===== src/rtl/serial_adder.sv =====
// serial_adder: bit-serial WIDTH-bit adder built from one full-adder cell and a
// registered carry. It processes one bit per clock, LSB first. Operands come in
// through a valid/ready handshake. The result is held behind a second
// valid/ready handshake until the consumer takes it.
//
// Optional build feature: define SERIAL_ADDER_OVF_EN to add the 'ovf' output.
// That output is the signed two's-complement overflow flag, equal to the carry
// into the MSB XOR the carry out of the MSB.
module serial_adder #(
    parameter int WIDTH = 8
) (
    input  logic             clk,
    input  logic             rst_n,
    input  logic             in_valid,
    output logic             in_ready,
    input  logic [WIDTH-1:0] a,
    input  logic [WIDTH-1:0] b,
    input  logic             cin,
    output logic             out_valid,
    input  logic             out_ready,
    output logic [WIDTH-1:0] sum,
    output logic             cout,
    output logic             busy
`ifdef SERIAL_ADDER_OVF_EN
    ,
    output logic             ovf
`endif
);

    // The bit counter needs at least one bit, so WIDTH=1 still gets a legal vector.
    localparam int CW = (WIDTH > 1) ? $clog2(WIDTH) : 1;
    localparam logic [CW-1:0] LAST_BIT = CW'(WIDTH - 1);

    typedef enum logic [1:0] {
        IDLE = 2'd0,
        RUN  = 2'd1,
        DONE = 2'd2
    } state_t;

    state_t           state;
    logic [WIDTH-1:0] a_sh;
    logic [WIDTH-1:0] b_sh;
    logic             carry;
    logic [CW-1:0]    count;

    logic             bit_s;
    logic             carry_nx;
    logic [WIDTH-1:0] sum_nx;

    // Full-adder cell acting on the current LSBs of the operand shift registers.
    always_comb begin
        bit_s    = a_sh[0] ^ b_sh[0] ^ carry;
        carry_nx = (a_sh[0] & b_sh[0]) | (a_sh[0] & carry) | (b_sh[0] & carry);
    end

    // The sum register fills from the MSB end. After WIDTH shifts, bit 0 holds
    // the first (LSB) result bit. With WIDTH=1 the new bit is the whole register.
    generate
        if (WIDTH == 1) begin : g_sum_w1
            assign sum_nx = bit_s;
        end else begin : g_sum_wn
            assign sum_nx = {bit_s, sum[WIDTH-1:1]};
        end
    endgenerate

    // Handshake FSM and serial datapath. All outputs are registered here.
    // NOTE: state and outputs use non-blocking assignments so every register
    // samples pre-edge values; blocking here would let later lines see new values.
    always_ff @(posedge clk or negedge rst_n) begin
        if (!rst_n) begin
            state     <= IDLE;
            in_ready  <= 1'b1;
            out_valid <= 1'b0;
            busy      <= 1'b0;
            a_sh      <= '0;
            b_sh      <= '0;
            carry     <= 1'b0;
            count     <= '0;
            sum       <= '0;
            cout      <= 1'b0;
`ifdef SERIAL_ADDER_OVF_EN
            ovf       <= 1'b0;
`endif
        end else begin
            case (state)
                IDLE: begin
                    if (in_valid) begin
                        a_sh     <= a;
                        b_sh     <= b;
                        carry    <= cin;
                        count    <= '0;
                        state    <= RUN;
                        in_ready <= 1'b0;
                        busy     <= 1'b1;
                    end
                end
                RUN: begin
                    a_sh  <= a_sh >> 1;
                    b_sh  <= b_sh >> 1;
                    carry <= carry_nx;
                    sum   <= sum_nx;
                    count <= count + CW'(1);
                    if (count == LAST_BIT) begin
                        // Final bit: the carry into the MSB is the pre-edge carry.
                        cout      <= carry_nx;
`ifdef SERIAL_ADDER_OVF_EN
                        ovf       <= carry ^ carry_nx;
`endif
                        count     <= '0;
                        state     <= DONE;
                        out_valid <= 1'b1;
                    end
                end
                DONE: begin
                    if (out_ready) begin
                        state     <= IDLE;
                        out_valid <= 1'b0;
                        in_ready  <= 1'b1;
                        busy      <= 1'b0;
                    end
                end
                default: begin
                    state     <= IDLE;
                    out_valid <= 1'b0;
                    in_ready  <= 1'b1;
                    busy      <= 1'b0;
                end
            endcase
        end
    end

endmodule


===== config.mk =====
export PLATFORM = sky130hd
export DESIGN_NAME = serial_adder
export DESIGN_NICKNAME = d
export VERILOG_FILES = /design/src/rtl/serial_adder.sv
export SDC_FILE = /design/constraint.sdc
export NUM_CORES = 1
export LEC_CHECK = 0
export BUFFER_PORTS_ARGS = -buffer_cell sky130_fd_sc_hd__buf_2
export CAP_MARGIN = 20
export CORE_MARGIN = 3
export CORE_UTILIZATION = 34
export DETAILED_ROUTE_END_ITERATION = 7
export SETUP_SLACK_MARGIN = 0.1
export SLEW_MARGIN = 20
export SYNTH_ARGS = -nofsm -noshare
export SYNTH_HDL_FRONTEND = slang
export SYNTH_SLANG_ARGS = --single-unit

===== constraint.sdc =====
create_clock -name clk -period 2.4 [get_ports clk]
set_input_delay 0.24 -clock clk [delete_from_list [all_inputs] [get_ports clk]]
set_output_delay 0.24 -clock clk [all_outputs]
set_load 0.005 [all_outputs]

==> impl_metrics.json, run 1 <==
{
  "cts_hold_buf": 0,
  "synth_most_common_cell": "dfrtp_1",
  "drive_gt1_frac": 0.3053,
  "synth_edf_count": 0,
  "clockRootBuffer": "clkbuf_8",
  "drv_cap": 0,
  "drv_slew": 0,
  "yosysUniqueCellTypes": 32,
  "path_max_fanout": 19,
  "cts_tree": "done",
  "synth-simple-area-share": 0.2190,
  "critPathKind": "flip-flop to flip-flop",
  "p_int_mw": 1.555,
  "synth_area_per_cell_um2": 10.34,
  "hold_violations": 0,
  "ys_async_sr_fraction": 1.000,
  "status": "finished, final reports clean",
  "power_density_mw_per_mm2": 1291,
  "p_leak_nw": 0.8731,
  "port_buffers": 32,
  "synth_cells": 158,
  "clockBufferDepth": 2,
  "fp.coreArea_mm2": 0.004504,
  "ctsResizeCount": 0,
  "cp.required_ps": 2570,
  "grt_pass1_vias": 1223,
  "num_io_pins": 33,
  "clock.fmax_mhz": 598.0,
  "setup_viol": 0,
  "diodes": 0,
  "relSlewSlack": 0.5023,
  "yosysSeqAreaShare": 0.5214,
  "fin_area_mm2": 0.001897,
  "rsz0062_at_grt": "no",
  "syn-num-nets": 182,
  "path_clk_slew_ps": 70,
  "synth_common_cells": "33 x dfrtp_1, 28 x nand2_1, 17 x nor3_1",
  "synth-compound-area-share": 0.1577,
  "gp_congestion": 0.7317,
  "synth_top_family_by_area": "simple AND/OR/NAND/NOR gates",
  "final-seq-area_um2": 852.1,
  "drt_first_iter_violations": 45,
  "nNetsFinal": 213,
  "comb_power_share": 0.360,
  "fp.dieArea_mm2": 0.005674,
  "dr.pass1.iters": 4,
  "post-route-period-util": 0.6968,
  "layout_min_cycle_time_ps": 1672,
  "synth_top_flop_cell": "dfrtp_1",
  "h-tree-depth": 2,
  "tightestPinTransition_ps": 746.5,
  "ant_nets": 0,
  "die_w_um": 75.33,
  "startpoint_type": "flip-flop",
  "yosysTopAreaCell": "dfrtp_1",
  "via_per_inst": 5.219,
  "clock_latency_ps": 290,
  "wl_per_cell_um": 14.09,
  "initial_core_util": 0.3628,
  "power.switching_mw": 0.8949,
  "power_frac_clock": 0.201,
  "ys_warn_count": 0,
  "synth_mux_area_frac": 0.006891,
  "grt_max_degree": 35,
  "placed_cell_area_mm2": 0.001787,
  "fp.dieH_um": 75.33,
  "yosys.area_share.adder": 0.02757,
  "synth_seq_cells": 34,
  "fill_cells": 443,
  "finClkSkew_ps": 6.839,
  "grt_usage": 0.1335,
  "critPathCaptureType": "flip-flop",
  "cp_data_arrival_time_ps": 1840,
  "post_cts_buffers": 0,
  "multi_input_area_um2": 671.9,
  "final_util": 0.4211,
  "fin_setup_tns_ps": 0,
  "hold_slack_ps": 12.93,
  "grt_overflow": 0,
  "vias": 1263,
  "synth_xor_area_frac": 0,
  "vdd_drop_max_uv": 612.1,
  "netlist.area_leader.share": 0.5054,
  "cts_inserted_buffers": 5,
  "drc": 0,
  "ys_top_cells_by_area": "dfrtp_1 51%, nand2_1 6.4%, nor3_1 5.2%, o22ai_1 5.0%, nor3_2 4.9%",
  "antenna_found_initial": 0,
  "rows": 24,
  "hp-class": "primary input to asynchronous set/reset pin",
  "p_sw_frac": 0.3653,
  "post-dp-hpwl_um": 2282,
  "clock-sinks": 34,
  "wl_um": 3410,
  "seqPwrFrac": 0.439,
  "grt_pass1_wl_um": 5644,
  "synthesis.area_mm2": 0.001634,
  "area_delta_synth_final_pct": 16.08
}
[cell usage in the layout, fill, tap and decap left out]
cell / Yosys / routed
nor2b_1: 1 / 1
o22a_1: 1 / 1
o31ai_1: 1 / 1
nand2b_4: 1 / 1
inv_1: 1 / 1
buf_4: 2 / 4
nand2_2: 1 / 1
nor3_2: 8 / 8
and2b_1: 1 / 1
nand2_1: 28 / 28
mux2_1: 1 / 1
o2bb2ai_1: 1 / 1
dfrtp_1: 33 / 33
o21ai_0: 5 / 5
buf_2: 4 / 32
nor2_1: 11 / 11
o32ai_1: 7 / 7
clkbuf_8: 0 / 8
a21oi_1: 3 / 3
o22ai_2: 2 / 2
dfstp_2: 1 / 1
nor3_1: 17 / 17
a22o_1: 2 / 2
o22ai_1: 13 / 13
or2_1: 1 / 1
a21o_1: 1 / 1
inv_2: 1 / 1
fa_1: 1 / 1
ha_1: 2 / 2
nand2b_1: 1 / 1
[layer usage]
metal  part of all wire  global-route usage  wire length (µm)
met5                  0                   0                 0
met4              0.021             0.06408                72
met3              0.067             0.03826               229
met2               0.41              0.1918              1410
met1               0.50              0.1848              1697
[cell families (layout without fill, tap and decap cells)]
logic type                 Yosys count  count (layout)
AOI/OAI and AO/OA                   36              36
muxes                                1               1
buffers and inverters               14              46
adders and majority gates            3               3
DFF                                 34              34
and+or+nand+nor                     70              70
[final timing paths]
| check | endpoint | slack, ps | start | depth (start not counted) |
|---|---|---|---|---|
| worst max-delay path | a_sh[6] | 730 | state[0] | 5 |
| worst min-delay path | b_sh[5] | 10 | rst_n | 1 |
| worst max register to register | a_sh[6] | 730 | state[0] | 5 |
| worst min register to register | sum[0] | 480 | sum[0] | 2 |
| max in group asynchronous | a_sh[6] | 1900 | rst_n | 1 |
| min in group clk | state[1] | 180 | out_ready | 2 |
[sequential cells by signal, summed over array words and instances (netlist names)]
| signal | count |
|---|---|
| state | 2 |
| in_ready | 1 |
| out_valid | 1 |
| sum | 8 |
| count | 3 |
| cout | 1 |
| carry | 1 |
| a_sh | 8 |
| busy | 1 |
| b_sh | 8 |
[worst max-delay path, cell delays in order, from the launching register on]
cell	delay (ps)
dfrtp_1	740
buf_4	320
nand2b_1	90
buf_4	180
o22ai_1	160
nor3_2	50
[power by group through the flow]
stage,Clock [mW],Combinational [mW],Sequential (mW)
floorplan,0,0.725,1.03
global placement,0,0.868,1.09
detailed placement,0,0.898,1.09
CTS,0.507,0.899,1.08
global route,0.526,1.02,1.12
finish,0.491,0.882,1.08
[area by class of cell]
type	count	share of cell area
Clock buffer	8	0.05805
Inverter	2	0.003958
Multi-Input combinational cell	110	0.3542
Sequential cell	34	0.4492
Tap cell	52	0.03430
Timing Repair Buffer	36	0.1003
[through the flow]
stage                     instances  setup WS, ps  power, mW
after global routing            242         604.7      2.666
final                           242         727.8      2.450
after global placement          234         776.5      1.958
after floorplan                 158          1115      1.752
after detailed placement        234         741.5      1.985
after CTS                       242         730.7      2.487
(Power assumes the default switching activity.)
==> run 2: changes to the inputs <==
--- a/config.mk
+++ b/config.mk
@@ -5,6 +5,7 @@
 export SDC_FILE = /design/constraint.sdc
 export NUM_CORES = 1
 export LEC_CHECK = 0
+export ABC_AREA = 1
 export BUFFER_PORTS_ARGS = -buffer_cell sky130_fd_sc_hd__buf_2
 export CAP_MARGIN = 20
 export CORE_MARGIN = 3
==> constraint.sdc (replaced) <==
create_clock -name clk -period 1.4 [get_ports clk]
set_input_delay 0.14 -clock clk [delete_from_list [all_inputs] [get_ports clk]]
set_output_delay 0.14 -clock clk [all_outputs]
set_load 0.005 [all_outputs]
==> run 2 against run 1 <==
Effect of this change:
- register-to-register slack worse by 560 ps
- worst setup slack lost 560 ps
- cell count is 28% higher
- clock-buffer cell count decreased by 1
- first-iteration DRC count rose by 76%
- largest cell class unchanged
- critical path depth fell by 1
- highest routed layer unchanged
- synthesized area grew 6.4%
- critical endpoint is now out_valid
==> impl_metrics.json, run 2 <==
{
  "clockRootBuffer": "clkbuf_8",
  "hold_path_end": "state[1]",
  "dp_cells": 302,
  "cp.required_ps": 1620,
  "netlist.area_leader.share": 0.4748,
  "layout_min_cycle_time_ps": 1229,
  "hold_violations": 0,
  "wl_per_cell_um": 11.36,
  "hp-start": "out_ready",
  "grt_overflow": 0,
  "critPathCaptureType": "flip-flop",
  "via_per_inst": 4.387,
  "r2r-start": "state[0]",
  "dr.pass1.iters": 4,
  "layout_commonest_cell": "nand2_1",
  "drv_cap": 0,
  "drive_gt1_frac": 0.2016,
  "final_util": 0.4199,
  "fin_setup_tns_ps": 0,
  "synth_cells": 209,
  "clock-sinks": 34,
  "antenna_found_initial": 0,
  "yosysSeqAreaShare": 0.4899,
  "finClkSkew_ps": 3.858,
  "drc": 0,
  "syn-num-nets": 233,
  "grt_pass1_wl_um": 6444,
  "wl_um": 3523,
  "num_io_pins": 33,
  "vias": 1360,
  "reg2reg_depth": 4,
  "startpoint_type": "flip-flop",
  "ant_nets": 0,
  "post-route-period-util": 0.8776,
  "setup_viol": 0,
  "yosysTopAreaCell": "dfrtp_1",
  "nNetsFinal": 267,
  "synth_edf_count": 0,
  "gp_congestion": 0.7552,
  "grt_pass1_vias": 1412,
  "grt_usage": 0.1357,
  "rows": 25,
  "initial_core_util": 0.3587,
  "tightestPinTransition_ps": 446.0,
  "synth_top_flop_cell": "dfrtp_1",
  "clockBufferDepth": 2,
  "synth_most_common_cell": "nand2_1",
  "r2r_setup_slack_ps": 170,
  "synth_area_per_cell_um2": 8.321,
  "area_delta_synth_final_pct": 17.05,
  "p_leak_nw": 1.121,
  "path_clk_slew_ps": 60,
  "clock_latency_ps": 290,
  "layout_common_cells": "57 x nand2_1, 47 x nand3_1, 36 x inv_1",
  "cp_data_arrival_time_ps": 1450,
  "drv_slew": 0,
  "port_buffers": 32,
  "fp.dieH_um": 77.52,
  "status": "finished, final reports clean",
  "power_mw": 4.250,
  "power_density_mw_per_mm2": 2088,
  "vdd_drop_max_uv": 946.8,
  "synthesis.area_mm2": 0.001739,
  "grt_max_degree": 24,
  "hp-class": "primary input to flip-flop",
  "rsz0062_at_grt": "yes",
  "synth_seq_cells": 34,
  "cts_tree": "done",
  "critPathKind": "flip-flop to flip-flop",
  "ys_top_cells_by_area": "dfrtp_1 47%, nand3_1 14%, nand2_1 13%, inv_1 7.8%, buf_12 2.3%",
  "post-dp-hpwl_um": 2459,
  "cts_inserted_buffers": 5,
  "largestRegisters": "a_sh (8), b_sh (8), sum (8)",
  "fp.coreArea_mm2": 0.004848,
  "fp.dieArea_mm2": 0.006009,
  "min_delay_path_depth": 2,
  "ys_warn_count": 0,
  "die_w_um": 77.52,
  "r2r-end": "out_valid",
  "drt_first_iter_violations": 79,
  "clock.fmax_mhz": 813.9,
  "fin_cells": 310,
  "yosysUniqueCellTypes": 19,
  "relSlewSlack": 0.7027,
  "diodes": 0,
  "synth_common_cells": "58 x nand2_1, 47 x nand3_1, 36 x inv_1",
  "hold_slack_ps": 61.44,
  "ys_async_sr_fraction": 1.000,
  "h-tree-depth": 2,
  "path_max_fanout": 18
}
## run 2: metrics by stage
| stage | setup WS (ps) | cell area, µm² |
|---|---|---|
| 6_report | 171.4 | 2036 |
| 2_1_floorplan | 285.8 | 1739 |
| 3_3_place_gp | 167.7 | 1918 |
| 4_1_cts | 123.2 | 2004 |
| 5_1_grt | 92.15 | 2036 |
| 3_5_place_dp | 141.4 | 1918 |
## run 2: worst max-delay path, stage by stage (launching register included)
cell,delay [ps]
dfrtp_1,470
buf_4,240
o21ai_1,270
nand3_1,110
nand2_1,80
## run 2: worst max path at each step
stage          slack [ps]         to  depth (start not counted)     start
2_1_floorplan         290      carry                          5   a_sh[0]
3_3_place_gp          170    a_sh[6]                          5  state[1]
3_5_place_dp          140     sum[3]                          5  state[1]
4_1_cts               120     sum[3]                          4  state[1]
5_1_grt                90  out_valid                          4  state[0]
6_report              170  out_valid                          4  state[0]
## run 2: final cells by class
type                            instances  area [µm²]
Clock buffer                            7       76.32
Fill cell                             504        2813
Timing Repair Buffer                   38       232.7
Inverter                               37       143.9
Multi-Input combinational cell        127       646.9
Sequential cell                        34       852.1
Tap cell                               67       83.83
## run 2: repair_timing
item / in CTS / in global routing
gates resized for setup: 0 / 5
endpoints found under the hold margin: 16 / 0
buffers inserted: 0 / 0
hold buffers: 1 / 0
endpoints found under the setup margin: 0 / 26
## run 2: layer usage
layer,routed length [µm],global-route usage,up-vias
met1,1709,0.1728,612
met3,198,0.04988,2
met2,1590,0.2142,35
li1,-,-,711
met4,25,0.04270,0
met5,0,0,-
## run 2: kinds of logic (layout without fill, tap and decap cells)
family,Yosys count,count (layout),synth area share
compound gates,13,13,0.03885
fa+ha+maj,3,3,0.02590
buf+inv,48,82,0.1547
flops,34,34,0.4899
simple gates,111,111,0.2907
## run 2: where the power goes
part	leakage, nW	total, mW	internal, mW	switching [mW]
registers	0.413	1.73	1.45	0.279
clock network	0.0383	0.691	0.342	0.349
logic	0.670	1.83	0.769	1.06
